<file path="src/rtl/cs_decoder_arbiter.sv">
// cs_decoder_arbiter: round-robin arbiter sharing one 74138-style 3-to-8
// decoder between 8 requesters. S is loaded only in IDLE and the decoder is
// enabled only in GRANT, so S never moves while chip selects are live.
// Optional forced release after MAX_HOLD grant cycles when the macro
// CS_DECODER_ARBITER_TIMEOUT_EN is defined; otherwise timeout is tied low.
module cs_decoder_arbiter #(
   parameter int N_REQ    = 8,
   parameter int MAX_HOLD = 16
) (
   input  logic             clk,
   input  logic             rst_n,
   input  logic [N_REQ-1:0] req,
   input  logic [N_REQ-1:0] done,
   output logic [2:0]       S,
   output logic [2:0]       I,
   output logic [N_REQ-1:0] gnt,
   output logic             busy,
   output logic             timeout
);

   typedef enum logic [1:0] {IDLE, SETUP, GRANT, RELEASE} state_t;

   // Elaboration guards: select bus is 3 bits and the hold counter is 8 bits.
   if (N_REQ != 8) begin : g_bad_nreq
      $error("cs_decoder_arbiter: N_REQ must be 8");
   end
   if (MAX_HOLD < 1 || MAX_HOLD > 255) begin : g_bad_hold
      $error("cs_decoder_arbiter: MAX_HOLD must be 1..255");
   end

   state_t     state_q, state_d;
   logic [2:0] s_q, s_d;
   logic [2:0] ptr_q, ptr_d;
   logic [2:0] win;

`ifdef CS_DECODER_ARBITER_TIMEOUT_EN
   localparam logic [7:0] HOLD_LAST = 8'(MAX_HOLD - 1);
   logic [7:0] hold_q, hold_d;
   logic       to_q, to_d;
`endif

   // Round-robin winner: first requester at or after ptr+1, wrapping 7->0.
   always_comb begin
      logic       found;
      logic [2:0] idx;
      win   = ptr_q;
      found = 1'b0;
      for (int unsigned k = 1; k <= 8; k++) begin
         idx = ptr_q + 3'(k);
         if (!found && req[idx]) begin
            win   = idx;
            found = 1'b1;
         end
      end
   end

   // Next-state logic: IDLE picks, SETUP settles S, GRANT holds, RELEASE rotates.
   always_comb begin
      state_d = state_q;
      s_d     = s_q;
      ptr_d   = ptr_q;
`ifdef CS_DECODER_ARBITER_TIMEOUT_EN
      hold_d  = hold_q;
      to_d    = 1'b0;
`endif
      case (state_q)
         IDLE: begin
            if (req != '0) begin
               s_d     = win;
               state_d = SETUP;
            end
         end
         SETUP: begin
            state_d = GRANT;
`ifdef CS_DECODER_ARBITER_TIMEOUT_EN
            hold_d  = '0;
`endif
         end
         GRANT: begin
            if (done[s_q] || !req[s_q]) begin
               state_d = RELEASE;
`ifdef CS_DECODER_ARBITER_TIMEOUT_EN
            end else if (hold_q == HOLD_LAST) begin
               state_d = RELEASE;
               to_d    = 1'b1;
            end else begin
               hold_d  = hold_q + 8'd1;
`endif
            end
         end
         RELEASE: begin
            ptr_d   = s_q;
            state_d = IDLE;
         end
         default: state_d = IDLE;
      endcase
   end

   // State registers with synchronous active-low reset.
   always_ff @(posedge clk) begin
      if (!rst_n) begin
         state_q <= IDLE;
         s_q     <= 3'd0;
         ptr_q   <= 3'd7;
`ifdef CS_DECODER_ARBITER_TIMEOUT_EN
         hold_q  <= '0;
         to_q    <= 1'b0;
`endif
      end else begin
         state_q <= state_d;
         s_q     <= s_d;
         ptr_q   <= ptr_d;
`ifdef CS_DECODER_ARBITER_TIMEOUT_EN
         hold_q  <= hold_d;
         to_q    <= to_d;
`endif
      end
   end

   // Outputs decoded from registered state only, so they cannot glitch.
   always_comb begin
      S    = s_q;
      I    = (state_q == GRANT) ? 3'b100 : 3'b011;
      gnt  = '0;
      if (state_q == GRANT) gnt[s_q] = 1'b1;
      busy = (state_q != IDLE);
`ifdef CS_DECODER_ARBITER_TIMEOUT_EN
      timeout = to_q;
`else
      timeout = 1'b0;
`endif
   end

endmodule

</file>
<file path="config.mk">
export PLATFORM = sky130hd
export DESIGN_NAME = cs_decoder_arbiter
export DESIGN_NICKNAME = d
export VERILOG_FILES = /design/src/rtl/cs_decoder_arbiter.sv
export SDC_FILE = /design/constraint.sdc
export NUM_CORES = 1
export LEC_CHECK = 0
export ABC_AREA = 1
export CORE_MARGIN = 10
export CORE_UTILIZATION = 53
export CTS_CLUSTER_DIAMETER = 40
export CTS_CLUSTER_SIZE = 40
export DETAILED_ROUTE_END_ITERATION = 10
export MAX_ROUTING_LAYER = met4
export PLACE_DENSITY_LB_ADDON = 0.15
export SETUP_SLACK_MARGIN = 0.15
export SLEW_MARGIN = 15
export SYNTH_ARGS = -nofsm -noshare
export SYNTH_HDL_FRONTEND = slang
export SYNTH_SLANG_ARGS = --single-unit
</file>
<file path="constraint.sdc">
create_clock -name clk -period 4.5 [get_ports clk]
set_input_delay 0.45 -clock clk [delete_from_list [all_inputs] [get_ports clk]]
set_output_delay 0.45 -clock clk [all_outputs]
set_load 0.01 [all_outputs]
</file>
* Word level (Yosys, flattened, before mapping)
Index checks and enable logic that the tools add are counted.
** Word-level totals
- Word-level logic and storage cells :: 89
- Register bits :: 8
** Cells by class
- Equality and inequality tests :: 5
- Add/sub/neg operators :: 7
- Reduce and logical (&&, ||, !) cells :: 22
- Magnitude comparators :: 10
- Mux-type cells :: 42
** Operator list (count)
- 3-bit by 4-bit < comparator with 1-bit output, second input constant :: 9
- 1-bit binary-select mux with 3-bit select :: 10
- 3-bit two-way mux :: 9
- 1-bit two-way mux :: 18
- 3-bit adder, second input constant :: 4
- 1-bit logical AND :: 8
- 1-bit zero test :: 8
- 8-bit two-way mux :: 1
- 2-bit one-hot mux with 4 select lines :: 1
- 8-bit nonzero test :: 1
- 3-bit by 2-bit adder with 3-bit output, second input constant :: 2
- 2-bit == test, second input constant :: 2
- 2-bit two-way mux :: 2
- 2-bit != test, second input constant :: 2
- 2-bit AND reduction :: 2
- 3-bit by 1-bit adder with 3-bit output, second input constant :: 1
- 1-bit demux with 3-bit select :: 1
- 3-bit by 1-bit greater-or-equal comparator with 1-bit output, second input constant :: 1
- 2-bit by 1-bit == test with 1-bit output, second input constant :: 1
- 2-bit zero test :: 1
- 2-bit nonzero test :: 1
- 1-bit logical OR :: 1

* Logic depth before layout (Yosys ltp)
Gate-level depths: netlist of the first run.
- Word-level depth :: 25
- Gate-level depth with buffers :: 19

* Worst setup path before layout of the first run
Ideal clock, no wire load.
- Path type :: flip-flop to flip-flop
- Start :: register ptr_q[1]
- End :: register s_q[1], in the netlist S[1]
- Buffers on the path :: 1
- Arrival time :: 2.042 ns
- Clock period less this slack :: 2.163 ns
- Stages on the path, launching flop included :: 18
- Data required time :: 4.379 ns
- Setup slack :: 2.337 ns
- Library setup time :: 0.121 ns
- Cell sequence :: dfxtp_1 buf_2 inv_2 ha_1 inv_1 nand3_1 nand3_2 nand2_2 nor2_4 nand3_2 nor2_2 nand3_2 nand2_1 inv_1 nand2_1 nand2_1 nand2_1 a21oi_1
** Between the ends
- Cells in the longest elaborated chain, start to end :: 25
** RTL lines
- from (decl) :: line 33 : logic [2:0] ptr_q, ptr_d;
- from (signal assigned) :: line 112 : ptr_q <= ptr_d;
- 3-bit by 1-bit adder with 3-bit output :: line 49 : idx = ptr_q + 3'(k);
- 1-bit binary-select mux with 3-bit select :: line 50 : if (!found && req[idx]) begin
- 1-bit two-way mux (not written as such) :: line 50
- 1-bit two-way mux :: line 50
- 1-bit zero test :: line 50
- 1-bit logical AND :: line 50
- 1-bit two-way mux :: line 50
- 1-bit zero test :: line 50
- [9 not listed]
- 1-bit logical AND :: line 50
- 1-bit two-way mux :: line 50
- 1-bit zero test :: line 50
- 1-bit logical AND :: line 50
- 1-bit two-way mux :: line 50
- 1-bit zero test :: line 50
- 1-bit logical AND :: line 50
- 3-bit two-way mux * :: line 50
- to (signal assigned) :: line 103 : s_q <= 3'd0;
- to (signal assigned) :: line 111 : s_q <= s_d;
- to (decl) :: line 32 : logic [2:0] s_q, s_d;
Every way passes the cells marked *; elsewhere a longest branch is shown, timed or not. The select of a mux whose other input is x is not followed.
A chain may end at the register's enable or synchronous reset.

* Worst setup path in the final report of the first run
- Start :: register ptr_q[0]
- End :: register s_q[0], in the netlist S[0]
The elaborated chain is that of the path after synthesis.

==> results of run 1 <==
metal layers:
layer / GRT usage, % / vias up / share of wire, % / routed length, um
li1: - / 817 / - / -
met1: 21.7 / 702 / 49 / 1880
met2: 23.3 / 56 / 45 / 1740
met3: 2.43 / 2 / 6.1 / 236
met4: 1.33 / 0 / 0.36 / 14
met5: - / - / 0 / 0
flip-flops by register name, summed over array words and instances, names as in the netlist:
name,cells
S,3
state_q,2
ptr_q,3
kinds of logic (layout without fill, tap and decap cells):
logic type / after synthesis / in the layout / share of synthesized area (%)
AO/OA/AOI/OAI: 27 / 27 / 11.5
adder cells (fa/ha/maj): 5 / 5 / 4.89
other: 1 / 1 / 0.293
flip-flops: 8 / 8 / 12.5
buffers and inverters: 40 / 68 / 13.9
XOR/XNOR: 3 / 3 / 3.52
AND/OR/NAND/NOR: 154 / 154 / 53.3
worst min-delay path, cell delays in order (launching register included):
cell,delay [ps]
dfxtp_1,330
inv_1,80
a21oi_1,50
synthesized netlist by cell type:
cell | number | area share, %
nor2_1 | 28 | 8.2
inv_1 | 28 | 8.2
buf_6 | 2 | 1.8
or3_1 | 1 | 0.49
nand2_1 | 78 | 23
inv_2 | 3 | 0.88
o21bai_1 | 2 | 1.2
xnor2_1 | 1 | 0.69
buf_4 | 3 | 1.8
nand3_2 | 4 | 3.1
nand2_2 | 4 | 2.0
nand3b_1 | 1 | 0.59
xor2_4 | 1 | 2.2
clkinv_1 | 2 | 0.59
ha_1 | 5 | 4.9
dfxtp_1 | 8 | 13
conb_1 | 1 | 0.29
nand4_1 | 6 | 2.9
clkbuf_1 | 1 | 0.29
a221oi_1 | 1 | 0.69
xor2_1 | 1 | 0.69
nor2_2 | 1 | 0.49
a21oi_1 | 9 | 3.5
o2111ai_1 | 1 | 0.69
nor3_1 | 4 | 1.6
buf_2 | 1 | 0.39
nand3_1 | 26 | 10
nor2_4 | 1 | 0.88
o21ai_0 | 14 | 5.5
through the flow:
stage                     setup slack [ps]  utilization (%)  power [mW]  area, um2  cells
after CTS                             1810             71.1       0.826       1600    294
final                                 1750             71.1       0.834       1600    294
after global placement                1870             70.1       0.765       1580    291
after floorplan                       2340                -       0.597       1280    238
after global routing                  1460             71.1       0.928       1600    294
after detailed placement              1830             70.1       0.769       1580    291
layout by cell type, fill, tap and decap left out, drive strengths merged:
cell / n
clkinv: 2
or3: 1
nand3: 30
a221oi: 1
xor2: 2
a21oi: 9
clkbuf: 3
xnor2: 1
ha: 5
nor3: 4
clkdlybuf4s50: 32
nor2: 30
conb: 1
nand4: 6
o2111ai: 1
o21bai: 2
nand2: 82
dfxtp: 8
o21ai: 14
nand3b: 1
inv: 31
power groups by stage:
stage	registers [mW]	clock network, mW	logic [mW]
2_1_floorplan	0.116	0	0.481
3_3_place_gp	0.137	0	0.628
3_5_place_dp	0.139	0	0.630
4_1_cts	0.138	0.0556	0.633
5_1_grt	0.145	0.0582	0.725
6_report	0.139	0.0548	0.641
layout make-up:
cell class,count,area share (%)
multi-input combinational,190,58.7
timing repair buffer,32,20.0
sequential,8,9.99
inverter,33,7.73
tap,28,2.19
clock buffer,3,1.41
worst min-delay path by stage:
stage | endpoint | slack [ps] | cells past startpoint
2_1_floorplan | state_q[1] | 470 | 2
3_3_place_gp | state_q[1] | 490 | 2
3_5_place_dp | state_q[1] | 500 | 2
4_1_cts | state_q[1] | 510 | 2
5_1_grt | state_q[1] | 550 | 2
6_report | state_q[1] | 500 | 2
==> reports/metrics.cfg, run 1 <==
[yosys]
synth.cell_area_mm2=0.00128
synthCells=238
ys_seq_area_share_pct=12.5
synth_cell_type_count=29
ys_ff_latch=8
syn_nets=261
yosysWarnings=0
syn_avg_cell_area_um2=5.37

[global_routing]
antenna_found_initial=0
overflow=0
grt_pass1_wl_um=6470
track_usage_pct=15.5
grt_pass1_vias=1403
grt_max_degree=14

[worst_setup_path]
endpoint=S[0]
setup.worst_path.class=reg2reg
r2r_cells=16
rr_startpoint=ptr_q[0]
worst_setup_path_start_kind=register
cp.buffers_inverters=4
cp-startpoint=ptr_q[0]
r2r_setup_slack_ps=1750
path_max_fanout=13
endpoint_kind=register
crit_family=simple AND/OR/NAND/NOR gates
worst_ep_required_time_ps=4660
path_cells=inv_2 -> ha_1 -> inv_1 -> nand3_1 -> nand3_2 -> nand2_2 -> inv_1 -> nand3b_1 -> o21ai_0 -> o21ai_0 -> nand2_1 -> o21ai_0 -> nand2_1 -> nand3_1 -> nand2_1 -> inv_1
slowest_delay_ps=550
worst-path-stages=16
rr_endpoint=S[0]
crit_arrival_ps=2910
critPathSlowestCell=dfxtp_1

[clock_network]
cts_sinks=8
htreeDepth=1
cts_setup_buffers=0
worstSkewPairLatency_ps=250
root_buffer=clkbuf_4
cts_resized=0
postCtsHoldBufs=0
cts_made_buffers=3
path_clk_slew_ps=60
cts_tree=built
clockBufferDepth=2

[finish]
area_growth_pct=25.3
final_nets=291
drive_gt1_share_pct=6.39
antenna-diode-count=0
multiInputGateArea_um2=941
layout.area.seq_um2=160
fillers=198

[route]
remaining_drc_errors=0
dr_total_vias=1577
drt_iter0_drc=178
antenna_left=0
wirelength_um=3880
vias_per_cell=5.36
wl_per_cell_um=13.2
drt_first_pass_iters=4

[timing]
setup_tns_ps=0
setup_viol=0
hold_viol=0
fin_crit_ps=2750
min_period_over_period_pct=61.1
holdWs_ps=503
drv_slew=0
fmax_mhz=364
skew_ps=6.85
grt_setup_unrepaired=no

[pwr]
leakagePower_nw=0.803
p_switching_uw=469
powerDensity_mw_per_mm2=521
internal_power_uw=366
pwr-share-clk_pct=6.6
seq_power_share_pct=16.7
swShare_pct=56.2
combPwrFrac_pct=76.8
peakVddDrop_mv=0.387

[placed_design]
portBuffers=32
place_hpwl_um=3250
routabilityCongestion=0.976

[die]
io_pins=34
start_util_pct=56.7
dieArea_mm2=0.00478
fp.dieW_um=69.1
rows=17
core_area_mm2=0.00225
die_h_um=69.1

[flow_run]
maxCapViolations=0

[worst_hold_path]
min_path_type=reg2reg
worstHoldStart=state_q[1]

[status]
status=completed

No activity file was read; power rests on OpenSTA's default activity.
==> run 2, diff against run 1 <==
--- a/config.mk
+++ b/config.mk
@@ -7,7 +7,7 @@
 export LEC_CHECK = 0
 export ABC_AREA = 1
 export CORE_MARGIN = 10
-export CORE_UTILIZATION = 53
+export CORE_UTILIZATION = 49
 export CTS_CLUSTER_DIAMETER = 40
 export CTS_CLUSTER_SIZE = 40
 export DETAILED_ROUTE_END_ITERATION = 10
==> constraint.sdc (replaced) <==
create_clock -name clk -period 2.9 [get_ports clk]
set_input_delay 0.29 -clock clk [delete_from_list [all_inputs] [get_ports clk]]
set_output_delay 0.29 -clock clk [all_outputs]
set_load 0.01 [all_outputs]
==> run 2 against run 1 <==
  * Die area increased by 5.8%
  * Utilization down 5.6 points
  * Non-clock buffer count increased by 2
  * First-iteration DRC count shrank 26%
  * Routed wire length decreased by 1.9%
  * Sequential share of layout area about the same
  * Largest cell class unchanged
  * Largest power group unchanged
  * Highest routed layer unchanged
==> reports/metrics.cfg, run 2 (same netlist as run 1, synthesis figures left out) <==
[status]
status=completed

[worst_setup_path]
endpoint_kind=register
r2r_cells=16
path_max_fanout=13
rr_endpoint=S[0]
r2r_setup_slack_ps=470
crit_arrival_ps=2590
setup.worst_path.class=reg2reg
worst_ep_required_time_ps=3060
rr_startpoint=ptr_q[0]
worst_setup_path_start_kind=register

[die]
core_area_mm2=0.00248
rows=18
dieArea_mm2=0.00505
fp.dieW_um=71.1
die_h_um=71.1
start_util_pct=51.6
io_pins=34

[route]
remaining_drc_errors=0
vias_per_cell=5.23
antenna_left=0
wl_per_cell_um=12.8
wirelength_um=3800
dr_total_vias=1558
drt_first_pass_iters=4
drt_iter0_drc=132

[flow_run]
maxCapViolations=0

[pwr]
seq_power_share_pct=16.0
peakVddDrop_mv=0.674
leakagePower_nw=0.812
pwr-share-clk_pct=6.6
p_switching_uw=719
swShare_pct=55.5
internal_power_uw=575
combPwrFrac_pct=77.4
powerDensity_mw_per_mm2=798

[worst_hold_path]
min_path_type=reg2reg
min_to=state_q[1]
whs_path_depth=2
worstHoldStart=state_q[1]

[global_routing]
antenna_found_initial=0
overflow=0
grt_pass1_vias=1453
grt_pass1_wl_um=6690
track_usage_pct=15.9
grt_max_degree=14

[placed_design]
place_hpwl_um=3260
portBuffers=32
routabilityCongestion=0.937

[clock_network]
cts_setup_buffers=0
path_clk_slew_ps=50
cts_tree=built
clockBufferDepth=2
postCtsHoldBufs=0
worstSkewPairLatency_ps=250
cts_made_buffers=3
cts_sinks=8
root_buffer=clkbuf_4
htreeDepth=1
cts_resized=0

[timing]
skew_ps=0.917
drv_slew=0
fin_crit_ps=2430
setup_viol=0
holdWs_ps=506
setup_tns_ps=0
hold_viol=0
grt_setup_unrepaired=no
min_period_over_period_pct=83.8
fmax_mhz=412

[finish]
final_cell_mix=nand2_1 (78), clkdlybuf4s50_1 (32), inv_1 (28), nor2_1 (28), nand3_1 (26)
area_growth_pct=26.8
final_common_cell=nand2_1
drive_gt1_share_pct=7.46
antenna-diode-count=0
final_nets=293

[run 2: changes by cell type in the layout (fill, tap and decap cells not counted)]
cell / before / now
buf_4: 0 / 2
dfxtp_1: 8 / 7
dfxtp_2: 0 / 1
[run 2: worst max path at each step]
stage	from	to	slack, ps	cells after the start
floorplan	ptr_q[1]	S[1]	740	17
global placement	ptr_q[0]	S[0]	420	16
detailed placement	ptr_q[0]	S[0]	400	16
CTS	ptr_q[0]	S[0]	380	16
global route	ptr_q[0]	S[1]	190	16
finish	ptr_q[0]	S[0]	470	16
[run 2: critical path: stages, from the launching register on]
cell      delay [ps]
dfxtp_2          450
inv_2             60
ha_1             400
inv_1            160
nand3_1          110
nand2_1           90
nand2_1          100
nand2_1          150
nand3b_1         230
o21ai_0           80
o21ai_0          100
nand2_1           60
o21ai_0           80
nand2_1           70
nand3_1           70
nand2_1           70
inv_1             30
[run 2: power by group through the flow]
stage / clock [mW] / sequential [mW] / combinational [mW]
CTS: 0.0856 / 0.206 / 0.998
global placement: 0 / 0.207 / 0.990
finish: 0.0852 / 0.207 / 1.00
detailed placement: 0 / 0.207 / 0.992
global route: 0.0963 / 0.214 / 1.15
floorplan: 0 / 0.180 / 0.746
[run 2: through the flow]
stage	setup slack, ps	std cells	instance area (um2)	utilization (%)	total power [mW]
2_1_floorplan	737	238	1280	-	0.926
3_3_place_gp	422	295	1600	64.5	1.20
3_5_place_dp	396	295	1600	64.5	1.20
4_1_cts	380	298	1620	65.4	1.29
5_1_grt	193	298	1620	65.5	1.46
6_report	471	298	1620	65.5	1.29
[run 2: per-layer routing]
layer | wire (um) | track usage, % | vias to the layer above
li1 | - | - | 820
met1 | 1730 | 19.7 | 682
met2 | 1800 | 25.7 | 45
met3 | 169 | 1.81 | 11
met4 | 97 | 6.24 | 0
met5 | 0 | - | -
[run 2: final cells by class]
cell class | count | area [um2]
flip-flops and latches | 8 | 161
multi-input cells | 190 | 941
repair buffers | 34 | 335
clock buffers | 3 | 22.5
well taps | 30 | 37.5
inverters | 33 | 124
fillers | 260 | 856
==> run 3, diff against run 2 <==
--- a/config.mk
+++ b/config.mk
@@ -7,7 +7,7 @@
 export LEC_CHECK = 0
 export ABC_AREA = 1
 export CORE_MARGIN = 10
-export CORE_UTILIZATION = 49
+export CORE_UTILIZATION = 44
 export CTS_CLUSTER_DIAMETER = 40
 export CTS_CLUSTER_SIZE = 40
 export DETAILED_ROUTE_END_ITERATION = 10
==> constraint.sdc (replaced) <==
create_clock -name clk -period 2 [get_ports clk]
set_input_delay 0.2 -clock clk [delete_from_list [all_inputs] [get_ports clk]]
set_output_delay 0.2 -clock clk [all_outputs]
set_load 0.01 [all_outputs]
==> run 3 against run 2 <==
  * The run now ends with negative setup slack left
  * Cell count increased by 11%
  * First-iteration DRC count fell by 36%
  * Hold slack lost 1.8 ps
  * Sequential power is 31% higher
  * Final area up 24%
  * Worst setup slack worse by 480 ps
  * Maximum frequency rose by 21%
  * Power grew 95%
  * Count of clock-buffer cells in the layout stayed put
  * Highest routed layer unchanged
==> reports/metrics.cfg, run 3 (same netlist as run 1, synthesis figures left out) <==
[status]
status=finished, violations left
violations=negative setup slack

[die]
core_area_mm2=0.00276
io_pins=34
rows=19
fp.dieW_um=73.9
start_util_pct=46.4
die_h_um=73.9
dieArea_mm2=0.00546

[placed_design]
place_ws_ps=-83.4
dp_cells=317
routabilityCongestion=0.981
place_hpwl_um=3470
dpl_cell_area_mm2=0.00181
portBuffers=32

[route]
route.met3.wl_um=282
remaining_drc_errors=0
met1_length_um=1900
drt_iter0_drc=85
dr_total_vias=1766
wl_per_cell_um=13.7
wirelength_um=4520
antenna_left=0
vias_per_cell=5.35
wl_met2_um=2240
drt_first_pass_iters=4
highest_layer=met4

[pwr]
leakagePower_nw=1.02
peakVddDrop_mv=1.01
powerDensity_mw_per_mm2=1250

[clock_network]
cts_made_buffers=3
worstSkewPairLatency_ps=260
cts_sinks=8
htreeDepth=1
cts_tree=built
clockBufferDepth=2
path_clk_slew_ps=50
root_buffer=clkbuf_4

[timing]
setup_viol=2
setup_slack_ps=-12.7
fin_crit_ps=2010
holdWs_ps=504
hold_viol=0
fmax_mhz=497
min_period_over_period_pct=101
skew_ps=4.76
grt_setup_unrepaired=yes
drv_slew=0

[finish]
final_nets=324
fillers=244
instances_no_fill=330
final_cell_mix=nand2_1 (68), buf_4 (31), nor2_1 (27), clkdlybuf4s50_1 (24), inv_1 (23)
drive_gt1_share_pct=26.1
design_area_mm2=0.00202
antenna-diode-count=0
final_common_cell=nand2_1
area_growth_pct=57.7

[global_routing]
grt_pass1_vias=1742
track_usage_pct=16.8
grt_max_degree=12
grt_pass1_wl_um=7270
antenna_found_initial=0
overflow=0

[worst_setup_path]
worst_setup_path_start_kind=register
path_max_fanout=11
endpoint_kind=register
cp.buffers_inverters=2
crit_arrival_ps=2210
slowest_delay_ps=360
critPathSlowestCell=dfxtp_4
path_cells=inv_2 -> buf_4 -> nand2_1 -> nand3_1 -> nand3_2 -> nand2_2 -> nor2_4 -> nand4_1 -> nor2_1 -> nor2_1 -> nand2_1 -> nand2_1 -> nand2_2 -> nand2_2 -> a21oi_2
worst_ep_required_time_ps=2190
crit_family=simple AND/OR/NAND/NOR gates
setup.worst_path.class=reg2reg

[worst_hold_path]
min_path_type=reg2reg

[flow_run]
maxCapViolations=0

==> run 3: cell types whose count changed in the layout (fill, tap and decap cells not counted), sizes merged <==
cell	delta
clkdlybuf4s50	-8
dlygate4sd2	+8
buf	+31
==> run 3: worst min-delay path, stage by stage (launching register included) <==
cell and delay, ps:
dfxtp_1 330, inv_1 80, a21oi_1 60
==> run 3: area by class of cell <==
cell class / instances / area (um2) / area share, %
clock buffer: 3 / 22.5 / 1.12
inverter: 33 / 131 / 6.51
multi-input combinational: 190 / 1070 / 53.2
sequential: 8 / 168 / 8.31
tap: 31 / 38.8 / 1.92
timing repair buffer: 65 / 583 / 28.9
==> run 3: power by group <==
group / switching, mW / internal [mW]
clock network: 0.0545 / 0.0686
logic: 1.20 / 0.928
registers: 0.0569 / 0.216
==> run 3: timing repair <==
| item | in CTS | in global routing |
|---|---|---|
| pin swaps | 10 | 10 |
| setup buffers | 8 | 2 |
| hold buffers | 0 | 0 |
| setup endpoints to repair | 11 | 3 |
| resized for setup | 22 | 17 |
==> run 3: path summary, 6_finish.rpt <==
path,startpoint,to,slack [ps],depth (start not counted)
max,ptr_q[0],S[1],-10,15
min,state_q[1],state_q[1],500,2
max reg2reg,ptr_q[0],S[1],-10,15
min reg2reg,state_q[1],state_q[1],500,2
==> run 3: metal layers <==
metal	GRT usage (%)	vias to the layer above
li1	-	888
met1	18.3	795
met2	28.1	71
met3	5.25	12
met4	5.59	0
met5	-	-
==> run 3: per-stage QoR <==
| stage | util [%] | power, mW | TNS (ps) |
|---|---|---|---|
| 2_1_floorplan | - | 1.41 | 0 |
| 3_3_place_gp | 65.7 | 1.99 | -173 |
| 3_5_place_dp | 65.7 | 2.01 | -177 |
| 4_1_cts | 70.8 | 2.35 | -5.96 |
| 5_1_grt | 73.1 | 2.75 | -493 |
| 6_report | 73.1 | 2.52 | -20.6 |
